===== src/rtl/cpu_ctrl_pkg.sv =====
// Shared pipeline-control definitions: FSM encodings, NOP control bits and
// the per-cycle control word driven onto the pipeline registers.
package cpu_ctrl_pkg;

  typedef enum logic [1:0] {
    RUN   = 2'd0,
    STALL = 2'd1,
    FLUSH = 2'd2
  } state_e;

  localparam logic [4:0] REG_ZERO = 5'd0;

  // Control bits an instruction carries down the pipe; a bubble zeroes them all.
  typedef struct packed {
    logic wreg;
    logic m2reg;
    logic wmem;
    logic branch;
  } insn_ctrl_t;

  localparam insn_ctrl_t NOP_CTRL = '0;

  typedef struct packed {
    logic pc_en;
    logic ifid_en;
    logic idexe_bubble;
    logic flush_ifid;
    logic flush_exemem;
    logic pc_sel_branch;
  } pipe_ctrl_t;

  localparam pipe_ctrl_t CTRL_RUN   = '{pc_en: 1'b1, ifid_en: 1'b1, default: 1'b0};
  localparam pipe_ctrl_t CTRL_STALL = '{idexe_bubble: 1'b1, default: 1'b0};
  localparam pipe_ctrl_t CTRL_FLUSH = '{default: 1'b1};

  // An older writer hits the ID instruction if it writes a real register that ID reads.
  function automatic logic raw_hit(input logic wreg, input logic [4:0] rd,
                                   input logic [4:0] rs, input logic [4:0] rt,
                                   input logic use_rs, input logic use_rt);
    return wreg && (rd != REG_ZERO) &&
           ((use_rs && (rd == rs)) || (use_rt && (rd == rt)));
  endfunction

endpackage


===== src/rtl/hazard_detect.sv =====
// RAW hazard detection between the ID instruction and the EXE/MEM writers.
// WB is excluded: the register file writes before it reads within a cycle.
module hazard_detect
  import cpu_ctrl_pkg::*;
(
  input  logic [4:0] d_rs,
  input  logic [4:0] d_rt,
  input  logic       d_use_rs,
  input  logic       d_use_rt,
  input  logic       ewreg,
  input  logic [4:0] erdrt,
  input  logic       mwreg,
  input  logic [4:0] mrdrt,
  output logic       hazard
);

  logic haz_e, haz_m;

  always_comb begin
    haz_e  = raw_hit(ewreg, erdrt, d_rs, d_rt, d_use_rs, d_use_rt);
    haz_m  = raw_hit(mwreg, mrdrt, d_rs, d_rt, d_use_rs, d_use_rt);
    hazard = haz_e | haz_m;
  end

endmodule


===== src/rtl/hazard_stall_ctrl.sv =====
// Stall/flush controller for the 5-stage pipeline: load-use stalls, MEM-stage
// branch flushes, saturating perf counters and a sticky stall watchdog.
module hazard_stall_ctrl
  import cpu_ctrl_pkg::*;
#(
  parameter int CNT_W     = 16,
  parameter int MAX_STALL = 3
) (
  input  logic             clk,
  input  logic             rst,
  input  logic [4:0]       d_rs,
  input  logic [4:0]       d_rt,
  input  logic             d_use_rs,
  input  logic             d_use_rt,
  input  logic             ewreg,
  input  logic [4:0]       erdrt,
  input  logic             mwreg,
  input  logic [4:0]       mrdrt,
  input  logic             mbranch,
  input  logic             mzero,
  output logic             pc_en,
  output logic             ifid_en,
  output logic             idexe_bubble,
  output logic             flush_ifid,
  output logic             flush_exemem,
  output logic             pc_sel_branch,
  output logic [CNT_W-1:0] stall_cycles,
  output logic [CNT_W-1:0] flush_events,
  output logic             stall_err,
  output logic [1:0]       state_dbg
);

  localparam int SCW = (MAX_STALL < 2) ? 1 : $clog2(MAX_STALL + 1);
  localparam logic [SCW-1:0] STALL_LIM = SCW'(MAX_STALL);

  state_e     state, state_nxt;
  pipe_ctrl_t ctrl;
  logic       hazard, taken, stall;
  logic [SCW-1:0] stall_cnt;

  hazard_detect u_hazard_detect (
    .d_rs     (d_rs),
    .d_rt     (d_rt),
    .d_use_rs (d_use_rs),
    .d_use_rt (d_use_rt),
    .ewreg    (ewreg),
    .erdrt    (erdrt),
    .mwreg    (mwreg),
    .mrdrt    (mrdrt),
    .hazard   (hazard)
  );

  // A taken branch squashes the EXE writer, so it outranks any hazard.
  always_comb begin
    taken     = mbranch & mzero & ~rst;
    stall     = ~rst & ~taken & hazard & (state != FLUSH);
    ctrl      = CTRL_RUN;
    state_nxt = state;
    if (taken)      ctrl = CTRL_FLUSH;
    else if (stall) ctrl = CTRL_STALL;
    unique case (state)
      RUN, STALL: state_nxt = taken ? FLUSH : (hazard ? STALL : RUN);
      FLUSH:      state_nxt = RUN;
      default:    state_nxt = RUN;
    endcase
  end

  assign pc_en         = ctrl.pc_en;
  assign ifid_en       = ctrl.ifid_en;
  assign idexe_bubble  = ctrl.idexe_bubble;
  assign flush_ifid    = ctrl.flush_ifid;
  assign flush_exemem  = ctrl.flush_exemem;
  assign pc_sel_branch = ctrl.pc_sel_branch;
  assign state_dbg     = state;

  always_ff @(posedge clk) begin
    if (rst) begin
      state        <= RUN;
      stall_cnt    <= '0;
      stall_err    <= 1'b0;
      stall_cycles <= '0;
      flush_events <= '0;
    end else begin
      state <= state_nxt;
      if (stall) begin
        if (stall_cnt == STALL_LIM) stall_err <= 1'b1;
        else                        stall_cnt <= stall_cnt + 1'b1;
        if (stall_cycles != '1) stall_cycles <= stall_cycles + 1'b1;
      end else begin
        stall_cnt <= '0;
      end
      if (taken && flush_events != '1) flush_events <= flush_events + 1'b1;
    end
  end

endmodule


===== config.mk =====
export PLATFORM = sky130hd
export DESIGN_NAME = hazard_stall_ctrl
export DESIGN_NICKNAME = d
export VERILOG_FILES = /design/src/rtl/cpu_ctrl_pkg.sv /design/src/rtl/hazard_detect.sv /design/src/rtl/hazard_stall_ctrl.sv
export SDC_FILE = /design/constraint.sdc
export NUM_CORES = 1
export LEC_CHECK = 0
export ABC_AREA = 1
export CAP_MARGIN = 20
export CORE_UTILIZATION = 43
export CTS_CLUSTER_DIAMETER = 120
export DETAILED_ROUTE_END_ITERATION = 8
export GPL_TIMING_DRIVEN = 0
export PLACE_DENSITY_LB_ADDON = 0.05
export SLEW_MARGIN = 20
export SYNTH_ARGS = -nofsm -noshare
export SYNTH_HDL_FRONTEND = slang
export SYNTH_SLANG_ARGS = --single-unit

===== constraint.sdc =====
create_clock -name clk -period 1.68 [get_ports clk]
set_input_delay 0.336 -clock clk [delete_from_list [all_inputs] [get_ports clk]]
set_output_delay 0.336 -clock clk [all_outputs]
set_load 0.01 [all_outputs]

# Word-level counts from Yosys, hierarchy flattened
# Index checks and enable logic that the tools add are counted.
[word_totals]
mem_count = 0
ram_bits = 0
output_inout_bits = 41
input_bits = 28
regBits = 37
latchBits = 0
wordCells = 52
mem_bits_ro = 0
[op_classes]
n_lt_le_gt_ge = 0
n_shift = 0
bitwise_logic = 10
mux = 4
eq_ne = 9
mul = 0
addsub = 3
div = 0
reduce_logical = 20
[op_table]
columns = ["cell", "n"]
rows = [
  ["16-bit by 1-bit adder with 16-bit output (second input constant)", 2],
  ["16-bit != test (second input constant)", 2],
  ["5-bit equality test", 4],
  ["6-bit 2-to-1 mux", 2],
  ["5-bit nonzero test", 2],
  ["1-bit logical AND", 9],
  ["2-bit OR reduction", 3],
  ["1-bit bitwise AND", 5],
  ["1-bit NOT", 4],
  ["2-bit AND reduction", 2],
  ["3-bit OR reduction", 1],
  ["2-bit by 1-bit adder with 2-bit output (second input constant)", 1],
  ["2-bit by 1-bit equality test with 1-bit output (second input constant)", 1],
  ["2-bit equality test (second input constant)", 1],
  ["2-bit logical NOT", 1],
  ["1-bit logical OR", 2],
  ["2-bit 2-to-1 mux", 1],
  ["2-bit != test (second input constant)", 1],
  ["1-bit 2-to-1 mux", 1],
  ["1-bit bitwise OR", 1],
]

# Logic depth before layout (Yosys ltp)
[depth]
depth_word = 9
mapped_depth = 13
depth_no_buf = 12

# Cells and area by module
# From an unflattened synthesis, not the netlist that was laid out.
[hier_totals]
cells_unflattened = 447
hier_area_um2 = 2573.7
[by_module_without_submodules]
columns = ["module", "area_each_um2", "seq_area_each_um2", "instances", "cells_per_inst"]
rows = [
  ["hazard_stall_ctrl", 2163.3, 740.7, 1, 341],
  ["hazard_detect", 410.4, 0.0, 1, 106],
]

# Worst setup path before layout
# Ideal clock, no wire load.
[synth_path]
kind = "input-to-output"
from = "input port erdrt[0]"
to = "output port pc_en"
n_path_buf = 2
t_arrival_ns = 1.391
t_required_ns = 1.344
stages = 10
path_slack_ns = -0.047
cell_sequence = "inv_1 nor2_1 nor2_1 nand3_1 nand2_1 nand2_2 nand2_4 buf_8 nand3_1 buf_4"
[synth_via]
elab_chain_cells = 9
elab_cells_between_ends = 13
cone_classes = "2 x eq/ne; 2 x mux; 3 x bitwise; 6 x reduce/logical"
[synth_lines]
columns = ["element", "line_no", "text"]
rows = [
  ["start: declaration", "hazard_stall_ctrl.sv:16", "input logic [4:0] erdrt,"],
  ["5-bit equality test", "cpu_ctrl_pkg.sv:41", "((use_rs && (rd == rs)) || (use_rt && (rd == rt)));"],
  ["1-bit logical AND", "cpu_ctrl_pkg.sv:41", ""],
  ["1-bit logical OR", "cpu_ctrl_pkg.sv:41", ""],
  ["1-bit logical AND *", "cpu_ctrl_pkg.sv:40", "return wreg && (rd != REG_ZERO) &&"],
  ["1-bit bitwise OR *", "hazard_detect.sv:22", "hazard = haz_e | haz_m;"],
  ["1-bit bitwise AND * (2 in a row)", "hazard_stall_ctrl.sv:56", "stall = ~rst & ~taken & hazard & (state != FLUSH);"],
  ["6-bit 2-to-1 mux *", "hazard_stall_ctrl.sv:60", "else if (stall) ctrl = CTRL_STALL;"],
  ["6-bit 2-to-1 mux *", "hazard_stall_ctrl.sv:59", "if (taken) ctrl = CTRL_FLUSH;"],
  ["end: declaration", "hazard_stall_ctrl.sv:21", "output logic pc_en,"],
]
# Mark *: on every way between the ends. The rest lies on a longest branch, timed or not.

# Final worst setup path
[layout_path]
from = "input port rst"
to = "output port pc_en"
[layout_via]
elab_chain_cells = 8
[layout_lines]
columns = ["element", "line_no", "text"]
rows = [
  ["start: declaration", "hazard_stall_ctrl.sv:10", "input logic rst,"],
  ["1-bit NOT *", "hazard_stall_ctrl.sv:55, hazard_stall_ctrl.sv:56", ""],
  ["1-bit bitwise AND", "hazard_stall_ctrl.sv:55", "taken = mbranch & mzero & ~rst;"],
  ["1-bit NOT", "hazard_stall_ctrl.sv:56", ""],
  ["1-bit bitwise AND (3 in a row)", "hazard_stall_ctrl.sv:56", ""],
  ["6-bit 2-to-1 mux", "hazard_stall_ctrl.sv:60", ""],
  ["6-bit 2-to-1 mux *", "hazard_stall_ctrl.sv:59", ""],
]
# Marked as above.

==> flow_summary.ini <==
[final_layout]
final_cell_mix = nand2_1, inv_1, nor2_1
final_common_cell = nand2_1
nNetsFinal = 523
area_growth_pct = 46.3
stdcell_count = 565
drive_above_1_share_pct = 26.0
diodes = 0

[sta]
finalClockSkew_ns = 0.00813
finalHoldViolations = 0
rsz0062_at_grt = yes
worst_slew_pin_slew_ns = 0.491
fmax_mhz = 596
fin_crit_sh_pct = 99.9
fin_hold_ws_ns = 0.465
setup-tns-final_ns = 0
period_needed_ns = 1.68
slew_headroom_pct = 67.3
setup_viol = 0
drv_slew = 0

[routing]
routedWlPerCell_um = 11.7
firstDrtPassIters = 5
vias = 2733
first_iter_violations = 82
drtAntennaViolNets = 0
wirelength_um = 6610
detail_route.vias_per_cell = 4.84
drc_errors = 0

[grt]
grt_pass1_wl_um = 11200
track_usage_pct = 22.4
first_global_vias = 2566
grt_start_max_net_pins = 13
grt_overflow = 0
antenna_found_initial = 0

[clock_network]
hold_buffers = 0
cts_sinks = 37
clk_pin_slew_worst_paths_ns = 0.07
clock-root-buffer = clkbuf_8
cts_buffer_depth = 2
clk_latency_ns = 0.29
cts_tree = yes
numCtsBuffers = 5
htreeDepth = 2

[critical_path]
critPathArrivalTime_ns = 1.34
max_stage_delay_ns = 0.27
path_cells = dlygate4sd2_1, buf_6, a21oi_4, buf_6, nand3_4, buf_6, buf_6
critPathMaxFanout = 10
critPathMostFrequentCell = buf_6
r2r_slack_ns = 0.10
startpoint_type = primary input
crit_slowest_cell = dlygate4sd2_1
crit_type = in -> out
endpoint_kind = primary output
cp.required_ns = 1.34

[placement]
portBuffers = 68
placed_cells = 547
place.gp.congestion = 0.827
hpwl_um = 4720

[pwr]
pwr-share-clk_pct = 40.4
p_sw_w = 0.000506
power.density_nw_per_um2 = 548
p_seq_share_pct = 43.9
power.internal_w = 0.00152
p_leak_nw = 1.66
comb_power_share_pct = 15.7
netSwitchingFraction_pct = 25.0
vdd_ir_drop_max_mv = 0.489

[synth]
ys_ff_latch = 37
syn_avg_cell_area_um2 = 6.21
syn_inst = 407
syn_area_um2 = 2530
ys_seq_area_share_pct = 29.3
ys_warn_count = 0
synth_fp_nets = 438
ys_types = 35

[floorplan]
num_rows = 27
pin_count = 69
die_area_um2 = 6190
die_width_um = 78.6
die_h_um = 78.6
start_util_pct = 45.3
core_um2 = 5570

[outcome]
status = complete, no violations

[worst_hold_path]
worstHoldPathType = reg -> reg

[flow_run]
maxCapViolCount = 0
-- flip-flops by register name (all words and copies together) (netlist names) --
name / cells
flush_events: 16
stall_err: 1
stall_cnt: 2
state_dbg: 2
stall_cycles: 16
-- metrics by stage --
stage          total power, W  utilization (%)  setup slack (ns)  cell area (um^2)
6_report              0.00203             66.3           0.00141              3690
3_5_place_dp          0.00119             59.2             -1.06              3300
4_1_cts               0.00204             63.5           -0.0648              3540
5_1_grt               0.00212             66.3           -0.0707              3690
2_1_floorplan         0.00105                -            0.0389              2530
3_3_place_gp          0.00118             59.2             -1.05              3300
-- metal layers --
metal | GRT usage (%) | up-vias | share of wire [%] | wire length (um)
li1 | - | 1437 | - | -
met1 | 28.1 | 1228 | 45 | 2990
met3 | 3.60 | 2 | 4.5 | 297
met2 | 39.7 | 66 | 50 | 3300
met4 | 5.19 | 0 | 0.36 | 24
met5 | 0 | - | 0 | 0
-- logic make-up after synthesis --
group / after synthesis / share of synthesized area [%]
DFF: 37 / 29.3
buffers and inverters: 85 / 13.9
AOI/OAI and AO/OA: 39 / 9.56
adders and majority gates: 3 / 1.49
and+or+nand+nor: 240 / 44.6
muxes: 1 / 0.396
xor gates and xnor gates: 2 / 0.694
-- synth_stat cells (all sizes together) --
library cell	n	area, um^2
nand2	121	474
inv	75	282
nor2	65	277
dfxtp	37	741
nand4	22	196
nand3	20	100
a21oi	15	86.3
o21ai	10	50.0
o21bai	10	75.1
buf	9	66.3
nor3	7	40.0
ha	3	37.5
o21a	3	22.5
nor3b	2	20.0
xor2	2	17.5
a211oi	1	7.51
clkinv	1	3.75
mux2i	1	10.0
nand3b	1	7.51
nor4	1	6.26
or2	1	6.26
-- worst paths after layout --
check	from	depth (start not counted)	endpoint
worst max-delay path	rst	7	pc_en
worst min-delay path	stall_err$_SDFFE_PP0P_	2	stall_err$_SDFFE_PP0P_
worst max register to register	flush_events[13]$_SDFFE_PP0P_	9	flush_events[10]$_SDFFE_PP0P_
worst min register to register	stall_err$_SDFFE_PP0P_	2	stall_err$_SDFFE_PP0P_
-- worst max-delay path: cells and delay by family --
kind,cells,cell delay (ns)
buf+inv,5,0.78
compound gates,1,0.14
simple gates,1,0.07
-- timing repair --
action | 4_1_cts | 5_1_grt
setup buffers | 7 | 4
endpoints found under the setup margin | 18 | 30
pin swaps | 31 | 26
gates resized for setup | 156 | 48
-- area by class of cell --
cell class                 count  area (um^2)
fill                         523         1880
timing repair buffer          79          779
multi-input combinational    285         1570
inverter                      76          298
sequential                    37          757
tap                           72         90.1
buffer                         8         80.1
clock inverter                 2         37.5
clock buffer                   6         82.6
-- power by group through the flow --
stage | logic [W] | clock network, W | registers [W]
after global placement | 0.000275 | 0 | 0.000908
after floorplan | 0.000143 | 0 | 0.000910
after global routing | 0.000350 | 0.000880 | 0.000891
after CTS | 0.000299 | 0.000850 | 0.000889
final | 0.000318 | 0.000818 | 0.000890
after detailed placement | 0.000278 | 0 | 0.000908
Power figures use the tool's default switching activity.
